## src/rtl/rcvr_pkg.sv

```systemverilog
// rcvr_pkg: types and constants shared by the rcvr sequencing controller and its frame FIFO.
package rcvr_pkg;

  localparam int         RCVR_FRM_W      = 20;
  localparam logic [4:0] RCVR_FULL_BITS  = 5'd22;
  localparam logic [1:0] RCVR_FULL_PHASE = 2'd3;
  localparam logic [3:0] RCVR_SYNC_A     = 4'b1100;
  localparam logic [3:0] RCVR_SYNC_B     = 4'b1000;

  typedef enum logic [1:0] {
    INIT = 2'd0,
    IDLE = 2'd1,
    RX   = 2'd2,
    HOLD = 2'd3
  } rcvr_state_t;

  typedef logic [RCVR_FRM_W-1:0] rcvr_frm_t;

  function automatic logic [7:0] sat_inc8(input logic [7:0] v);
    return (v == 8'hFF) ? v : v + 8'd1;
  endfunction

endpackage

```

## src/rtl/rcvr_frm_fifo.sv

```systemverilog
// rcvr_frm_fifo: synchronous FIFO for received frames; head word is read straight from storage.
// Pointers carry one extra wrap bit so full and empty are told apart without a counter.
module rcvr_frm_fifo
  import rcvr_pkg::*;
#(
  parameter int DEPTH = 4,
  parameter int W     = RCVR_FRM_W
) (
  input  logic         clk,
  input  logic         rst_n,
  input  logic         push,
  input  logic         pop,
  input  logic [W-1:0] din,
  output logic         full,
  output logic         empty,
  output logic [W-1:0] dout
);

  localparam int AW = $clog2(DEPTH);

  logic [AW:0]  wr_ptr;
  logic [AW:0]  rd_ptr;
  logic [W-1:0] mem [DEPTH];
  logic         do_push;
  logic         do_pop;

  assign empty   = (wr_ptr == rd_ptr);
  assign full    = (wr_ptr[AW] != rd_ptr[AW]) && (wr_ptr[AW-1:0] == rd_ptr[AW-1:0]);
  assign do_pop  = pop && !empty;
  // A full FIFO still takes a push when the head leaves in the same cycle.
  assign do_push = push && (!full || do_pop);
  assign dout    = mem[rd_ptr[AW-1:0]];

  always_ff @(posedge clk or negedge rst_n) begin
    if (!rst_n) begin
      wr_ptr <= '0;
      rd_ptr <= '0;
      for (int i = 0; i < DEPTH; i++) begin
        mem[i] <= '0;
      end
    end else begin
      if (do_push) begin
        mem[wr_ptr[AW-1:0]] <= din;
        wr_ptr              <= wr_ptr + 1'b1;
      end
      if (do_pop) begin
        rd_ptr <= rd_ptr + 1'b1;
      end
    end
  end

endmodule

```

## src/rtl/rcvr_ctrl.sv

```systemverilog
// rcvr_ctrl: gates rcvr's sysrdy around each frame, classifies frames, queues good ones.
// Link watchdog is built only when RCVR_CTRL_WDOG_EN is defined.
//
//   state | meaning
//   INIT  | startup wait, sysrdy low
//   IDLE  | sysrdy high, waiting for clk1x_en
//   RX    | frame in progress, shadows follow receiver status
//   HOLD  | inter-frame gap, sysrdy low
module rcvr_ctrl
  import rcvr_pkg::*;
#(
  parameter int STARTUP_CYC = 64,
  parameter int HOLDOFF_CYC = 8,
  parameter int RX_MAX_CYC  = 128,
  parameter int FIFO_DEPTH  = 4,
  parameter int WDOG_CYC    = 4096
) (
  input  logic        clk,
  input  logic        rst_n,
  input  logic        clk1x_en,
  input  logic [1:0]  clk_div,
  input  logic [4:0]  no_bits_rcvd,
  input  logic        over,
  input  logic [19:0] tsr,
  output logic        sysrdy,
  output logic        frm_valid,
  input  logic        frm_ready,
  output logic [3:0]  frm_cmd,
  output logic [15:0] frm_data,
  output logic        sync_a,
  output logic        sync_b,
  output logic [7:0]  err_cnt,
  output logic        ovf,
  output logic        link_ok
);

  if ((FIFO_DEPTH < 2) || ((FIFO_DEPTH & (FIFO_DEPTH - 1)) != 0)) begin : g_bad_depth
    $error("rcvr_ctrl: FIFO_DEPTH must be a power of two, at least 2");
  end
  if ((WDOG_CYC < 1) || (WDOG_CYC > 8191)) begin : g_bad_wdog
    $error("rcvr_ctrl: WDOG_CYC must fit the 13-bit watchdog counter");
  end

  // One down-counter serves startup, abort and hold-off; RX load makes the IDLE sample count toward the limit.
  localparam logic [15:0] INIT_LOAD = 16'(STARTUP_CYC - 1);
  localparam logic [15:0] HOLD_LOAD = 16'(HOLDOFF_CYC - 1);
  localparam logic [15:0] RX_LOAD   = 16'(RX_MAX_CYC - 2);

  rcvr_state_t state;
  rcvr_state_t nxt;
  logic [15:0] tmr;
  logic [15:0] tmr_nxt;
  logic        cls;
  logic        abort;

  rcvr_frm_t   sh_tsr;
  logic [4:0]  sh_bits;
  logic [1:0]  sh_div;
  logic        over_seen;
  logic        over_any;
  logic        is_sync;
  logic        is_good;
  logic        is_bad;

  logic        sysrdy_q;
  logic        sync_a_q;
  logic        sync_b_q;
  logic [7:0]  err_q;
  logic        ovf_q;
  logic        link_q;

  logic        fifo_full;
  logic        fifo_empty;
  logic        frm_pop;
  rcvr_frm_t   fifo_dout;

  always_ff @(posedge clk or negedge rst_n) begin
    if (!rst_n) begin
      state <= INIT;
      tmr   <= INIT_LOAD;
    end else begin
      state <= nxt;
      tmr   <= tmr_nxt;
    end
  end

  always_comb begin
    nxt     = state;
    tmr_nxt = tmr;
    cls     = 1'b0;
    abort   = 1'b0;
    case (state)
      INIT: begin
        if (tmr == '0) nxt = IDLE;
        else           tmr_nxt = tmr - 16'd1;
      end
      IDLE: begin
        if (clk1x_en) begin
          nxt     = RX;
          tmr_nxt = RX_LOAD;
        end
      end
      RX: begin
        if (!clk1x_en) begin
          cls     = 1'b1;
          nxt     = HOLD;
          tmr_nxt = HOLD_LOAD;
        end else if (tmr == '0) begin
          abort   = 1'b1;
          nxt     = HOLD;
          tmr_nxt = HOLD_LOAD;
        end else begin
          tmr_nxt = tmr - 16'd1;
        end
      end
      HOLD: begin
        if (tmr == '0) nxt = IDLE;
        else           tmr_nxt = tmr - 16'd1;
      end
      default: nxt = INIT;
    endcase
  end

  always_ff @(posedge clk or negedge rst_n) begin
    if (!rst_n) begin
      sh_tsr    <= '0;
      sh_bits   <= '0;
      sh_div    <= '0;
      over_seen <= 1'b0;
    end else begin
      if (clk1x_en && ((state == IDLE) || (state == RX))) begin
        sh_tsr  <= tsr;
        sh_bits <= no_bits_rcvd;
        sh_div  <= clk_div;
      end
      if (state == IDLE) begin
        over_seen <= clk1x_en & over;
      end else if ((state == RX) && clk1x_en && over) begin
        over_seen <= 1'b1;
      end
    end
  end

  // The sync pulse may coincide with the receiver dropping clk1x_en.
  assign over_any = over_seen | over;
  assign is_sync  = cls && over_any;
  assign is_good  = cls && !over_any && (sh_bits == RCVR_FULL_BITS) && (sh_div == RCVR_FULL_PHASE);
  assign is_bad   = (cls && !over_any && !is_good) || abort;

  always_ff @(posedge clk or negedge rst_n) begin
    if (!rst_n) begin
      sysrdy_q <= 1'b0;
      sync_a_q <= 1'b0;
      sync_b_q <= 1'b0;
      err_q    <= '0;
      ovf_q    <= 1'b0;
    end else begin
      sysrdy_q <= (nxt == IDLE);
      sync_a_q <= is_sync && (sh_tsr[3:0] == RCVR_SYNC_A);
      sync_b_q <= is_sync && (sh_tsr[3:0] == RCVR_SYNC_B);
      if (is_bad) err_q <= sat_inc8(err_q);
      if (is_good && fifo_full && !frm_pop) ovf_q <= 1'b1;
    end
  end

`ifdef RCVR_CTRL_WDOG_EN
  localparam logic [12:0] WDOG_LIM = 13'(WDOG_CYC);

  logic [12:0] wdog_cnt;
  logic [12:0] wdog_inc;

  assign wdog_inc = (wdog_cnt == WDOG_LIM) ? wdog_cnt : wdog_cnt + 13'd1;

  always_ff @(posedge clk or negedge rst_n) begin
    if (!rst_n) begin
      wdog_cnt <= '0;
      link_q   <= 1'b0;
    end else if (is_good || is_sync) begin
      wdog_cnt <= '0;
      link_q   <= 1'b1;
    end else begin
      wdog_cnt <= wdog_inc;
      if (wdog_inc == WDOG_LIM) link_q <= 1'b0;
    end
  end
`else
  always_ff @(posedge clk or negedge rst_n) begin
    if (!rst_n) link_q <= 1'b0;
    else        link_q <= (nxt != INIT);
  end
`endif

  assign frm_pop = frm_valid && frm_ready;

  rcvr_frm_fifo #(
    .DEPTH (FIFO_DEPTH),
    .W     (RCVR_FRM_W)
  ) u_fifo (
    .clk   (clk),
    .rst_n (rst_n),
    .push  (is_good),
    .pop   (frm_pop),
    .din   (sh_tsr),
    .full  (fifo_full),
    .empty (fifo_empty),
    .dout  (fifo_dout)
  );

  assign frm_valid = !fifo_empty;
  assign frm_cmd   = fifo_dout[19:16];
  assign frm_data  = fifo_dout[15:0];
  assign sysrdy    = sysrdy_q;
  assign sync_a    = sync_a_q;
  assign sync_b    = sync_b_q;
  assign err_cnt   = err_q;
  assign ovf       = ovf_q;
  assign link_ok   = link_q;

endmodule

```

## config.mk

```make
export PLATFORM = sky130hd
export DESIGN_NAME = rcvr_ctrl
export DESIGN_NICKNAME = d
export VERILOG_FILES = /design/src/rtl/rcvr_pkg.sv /design/src/rtl/rcvr_frm_fifo.sv /design/src/rtl/rcvr_ctrl.sv
export SDC_FILE = /design/constraint.sdc
export NUM_CORES = 1
export LEC_CHECK = 0
export CAP_MARGIN = 10
export CORE_MARGIN = 2
export CORE_UTILIZATION = 57
export DETAILED_ROUTE_END_ITERATION = 6
export PLACE_DENSITY = 0.89
export SKIP_CTS_REPAIR_TIMING = 1
export SLEW_MARGIN = 40
export SYNTH_ARGS = -nofsm -noshare
export SYNTH_HDL_FRONTEND = slang
export SYNTH_SLANG_ARGS = --single-unit
export TNS_END_PERCENT = 1
```

## constraint.sdc

```tcl
create_clock -name clk -period 2.7 [get_ports clk]
set_input_delay 0.27 -clock clk [delete_from_list [all_inputs] [get_ports clk]]
set_output_delay 0.27 -clock clk [all_outputs]
set_load 0.05 [all_outputs]
```

==> out/summary.txt <==
final std cells w/o fill -> 701
worst r2r path cells -> 7
design area -> 7980 sq um
Slew Viols, Final -> 0
drc violations -> 0
Total Wirelength -> 13300 microns
width of the die -> 111 microns
DP Cell Count -> 669
share of layout cells above drive strength 1 -> 36.6%
yosys warns -> 0
FP Rows -> 39
Crit Path Max Fanout -> 6
gr usage total -> 23.0%
ANT cells -> 0
overall power -> 7.89 mW
WL per Instance -> 19.0 microns
Worst setup startpoint -> tmr[0]$_DFFE_PN1P_
WP data arrival -> 2770 ps
sequential area share after synthesis -> 55.7%
RR Startpoint -> tmr[0]$_DFFE_PN1P_
endpoint class of the critical path -> register
clock buffer depth -> 2
Hold Path Class -> input port to async pin
EDFF count, synth -> 0
R2R Setup Slk -> 220 ps
first drt pass iteration count -> 4
critical path endpoint -> tmr[8]$_DFFE_PN0P_
post-synthesis register bit count -> 145
ys async rst share -> 100%
Syn Area/Cell -> 14.0 sq um
Synth area leaders -> dfrtp_1 53%, mux2_2 18%, mux4_2 6.9%
global-route wire length before repair -> 22100 microns
commonest non-fill, non-tap cell in the layout -> dfrtp_1
via count -> 4221
number of clock sinks -> 145
# IOs -> 66
most frequent cells in the layout -> 139 x dfrtp_1, 104 x mux2_2, 43 x clkdlybuf4s50_1
Final Net Count -> 588
# Max-Cap Violations -> 0
outcome -> finished, final reports clean
final setup fails -> 0
clk_skew -> 8.02 ps
final period utilization -> 91.7%
WP data required -> 3000 ps
core area -> 11300 sq um
final hold vios -> 0
Post-DP Area -> 7360 sq um
CP Class -> register to register
Worst Setup Start Kind -> register
Max-slew headroom -> 48.5%
CTS Buf Count -> 17
synthesis-to-layout area growth -> 22.2%
Unique masters post-synth -> 54
post-synthesis instance total -> 465
Net Count, Synth -> 507
Initial Util -> 57.7%
CTS tree -> yes
Root Driver -> clkbuf_16
# port buffers -> 65
vias in the first global route -> 4486
Routability Congestion -> 0.885
Synth top area share -> 53.3%
RSZ-0062 raised after global routing -> false
Mapped Area -> 6530 sq um
Yosys top cell by area -> dfrtp_1
Fin Setup TNS -> 0 ps
Die Y -> 111 microns
CTS clk-pin slew, worst paths -> 50 ps
initial antenna violation count -> 0
total gr overflow -> 0
Clock Latency Late Sink -> 420 ps
die area -> 12300 sq um
ys flop type -> dfrtp_1
R2R Path End -> tmr[8]$_DFFE_PN0P_
pwr dens -> 989 nW/um^2
Routed Antenna Nets -> 0
H-tree depth -> 4
largest net degree at the start of global routing -> 69
HPWL after DPL -> 8830 microns
minimum clock period -> 2480 ps
maximum vdd drop -> 0.740 mV
Peak Freq -> 404 MHz
Slew @ Worst Pin -> 765 ps
Vias per Instance -> 6.02
Leak -> 3.77 nW
drt initial violations -> 183
-- logic make-up after synthesis --
| logic type | after synthesis | share of synthesized area [%] |
|---|---|---|
| xor+xnor | 20 | 2.68 |
| simple gates | 82 | 7.40 |
| compound gates | 45 | 4.58 |
| buf+inv | 35 | 2.20 |
| fa+ha+maj | 10 | 1.92 |
| mux | 128 | 25.5 |
| flops | 145 | 55.7 |
-- synth_stat cells, drive strengths merged, types with 3 or more instances --
master    n
buf      14
nor2     22
mux4     20
nand3     6
dfrtp   139
nor3      4
o21ai     8
dfstp     6
xnor2     9
xor2     11
clkbuf    6
mux2    108
nand2    16
o211ai    3
nor3b     3
nand4     7
nor4      8
or4       4
o22a      3
ha       10
inv      15
a21oi    12
-- flip-flops by register name, summed over array words and instances (netlist names) --
name           count
sh_div             2
link_ok            1
ovf                1
sysrdy             1
u_fifo.rd_ptr      3
sh_bits            5
over_seen          1
err_cnt            8
sync_a             1
u_fifo.mem        80
tmr               16
u_fifo.wr_ptr      3
state              2
sync_b             1
sh_tsr            20
-- critical path, stage by stage (launching register included) --
cell and delay [ps]:
dfstp_2 370, inv_1 150, ha_1 270, or3b_2 500, nor4_1 600, o211ai_1 220, xor2_1 180, nor2_1 50
-- through the flow --
stage	utilization, %	setup WS (ps)	hold slack, ps
6_report	70.4	223	416
5_1_grt	70.4	88.0	455
4_1_cts	70.3	219	-130
3_5_place_dp	65.0	285	322
3_3_place_gp	65.0	359	303
2_1_floorplan	-	544	-25.6
-- worst min path at each step --
stage	from	to	slack, ps	depth (start not counted)
after detailed placement	rst_n	u_fifo.mem[73]$_DFFE_PN0P_	320	1
after floorplan	rst_n	err_cnt[0]$_DFFE_PN0P_	-30	0
final	rst_n	u_fifo.mem[73]$_DFFE_PN0P_	420	2
after global routing	no_bits_rcvd[0]	sh_bits[0]$_DFFE_PN0P_	450	2
after CTS	rst_n	sh_tsr[12]$_DFFE_PN0P_	-130	1
after global placement	rst_n	u_fifo.mem[73]$_DFFE_PN0P_	300	1
-- layer usage --
layer,GRT usage (%),vias to the layer above,wire [microns]
met5,0,-,0
met4,10.6,0,312
met3,5.74,29,555
met2,38.7,111,7020
met1,28.3,2203,5410
li1,-,1878,-
-- layout make-up --
class                   count  area, sq um
flip-flops and latches    145         3640
multi-input cells         285         2760
clock inverters             5          100
clock buffers              26          499
well taps                 143          179
repair buffers             82          742
inverters                  15         56.3
fillers                   730         3350
-- power breakdown --
group,total (mW),internal (mW),switching [mW]
sequential,3.12,2.64,0.471
combinational,2.39,1.06,1.33
clock,2.39,1.54,0.843
total,7.89,5.25,2.64
(Power assumes the default switching activity.)
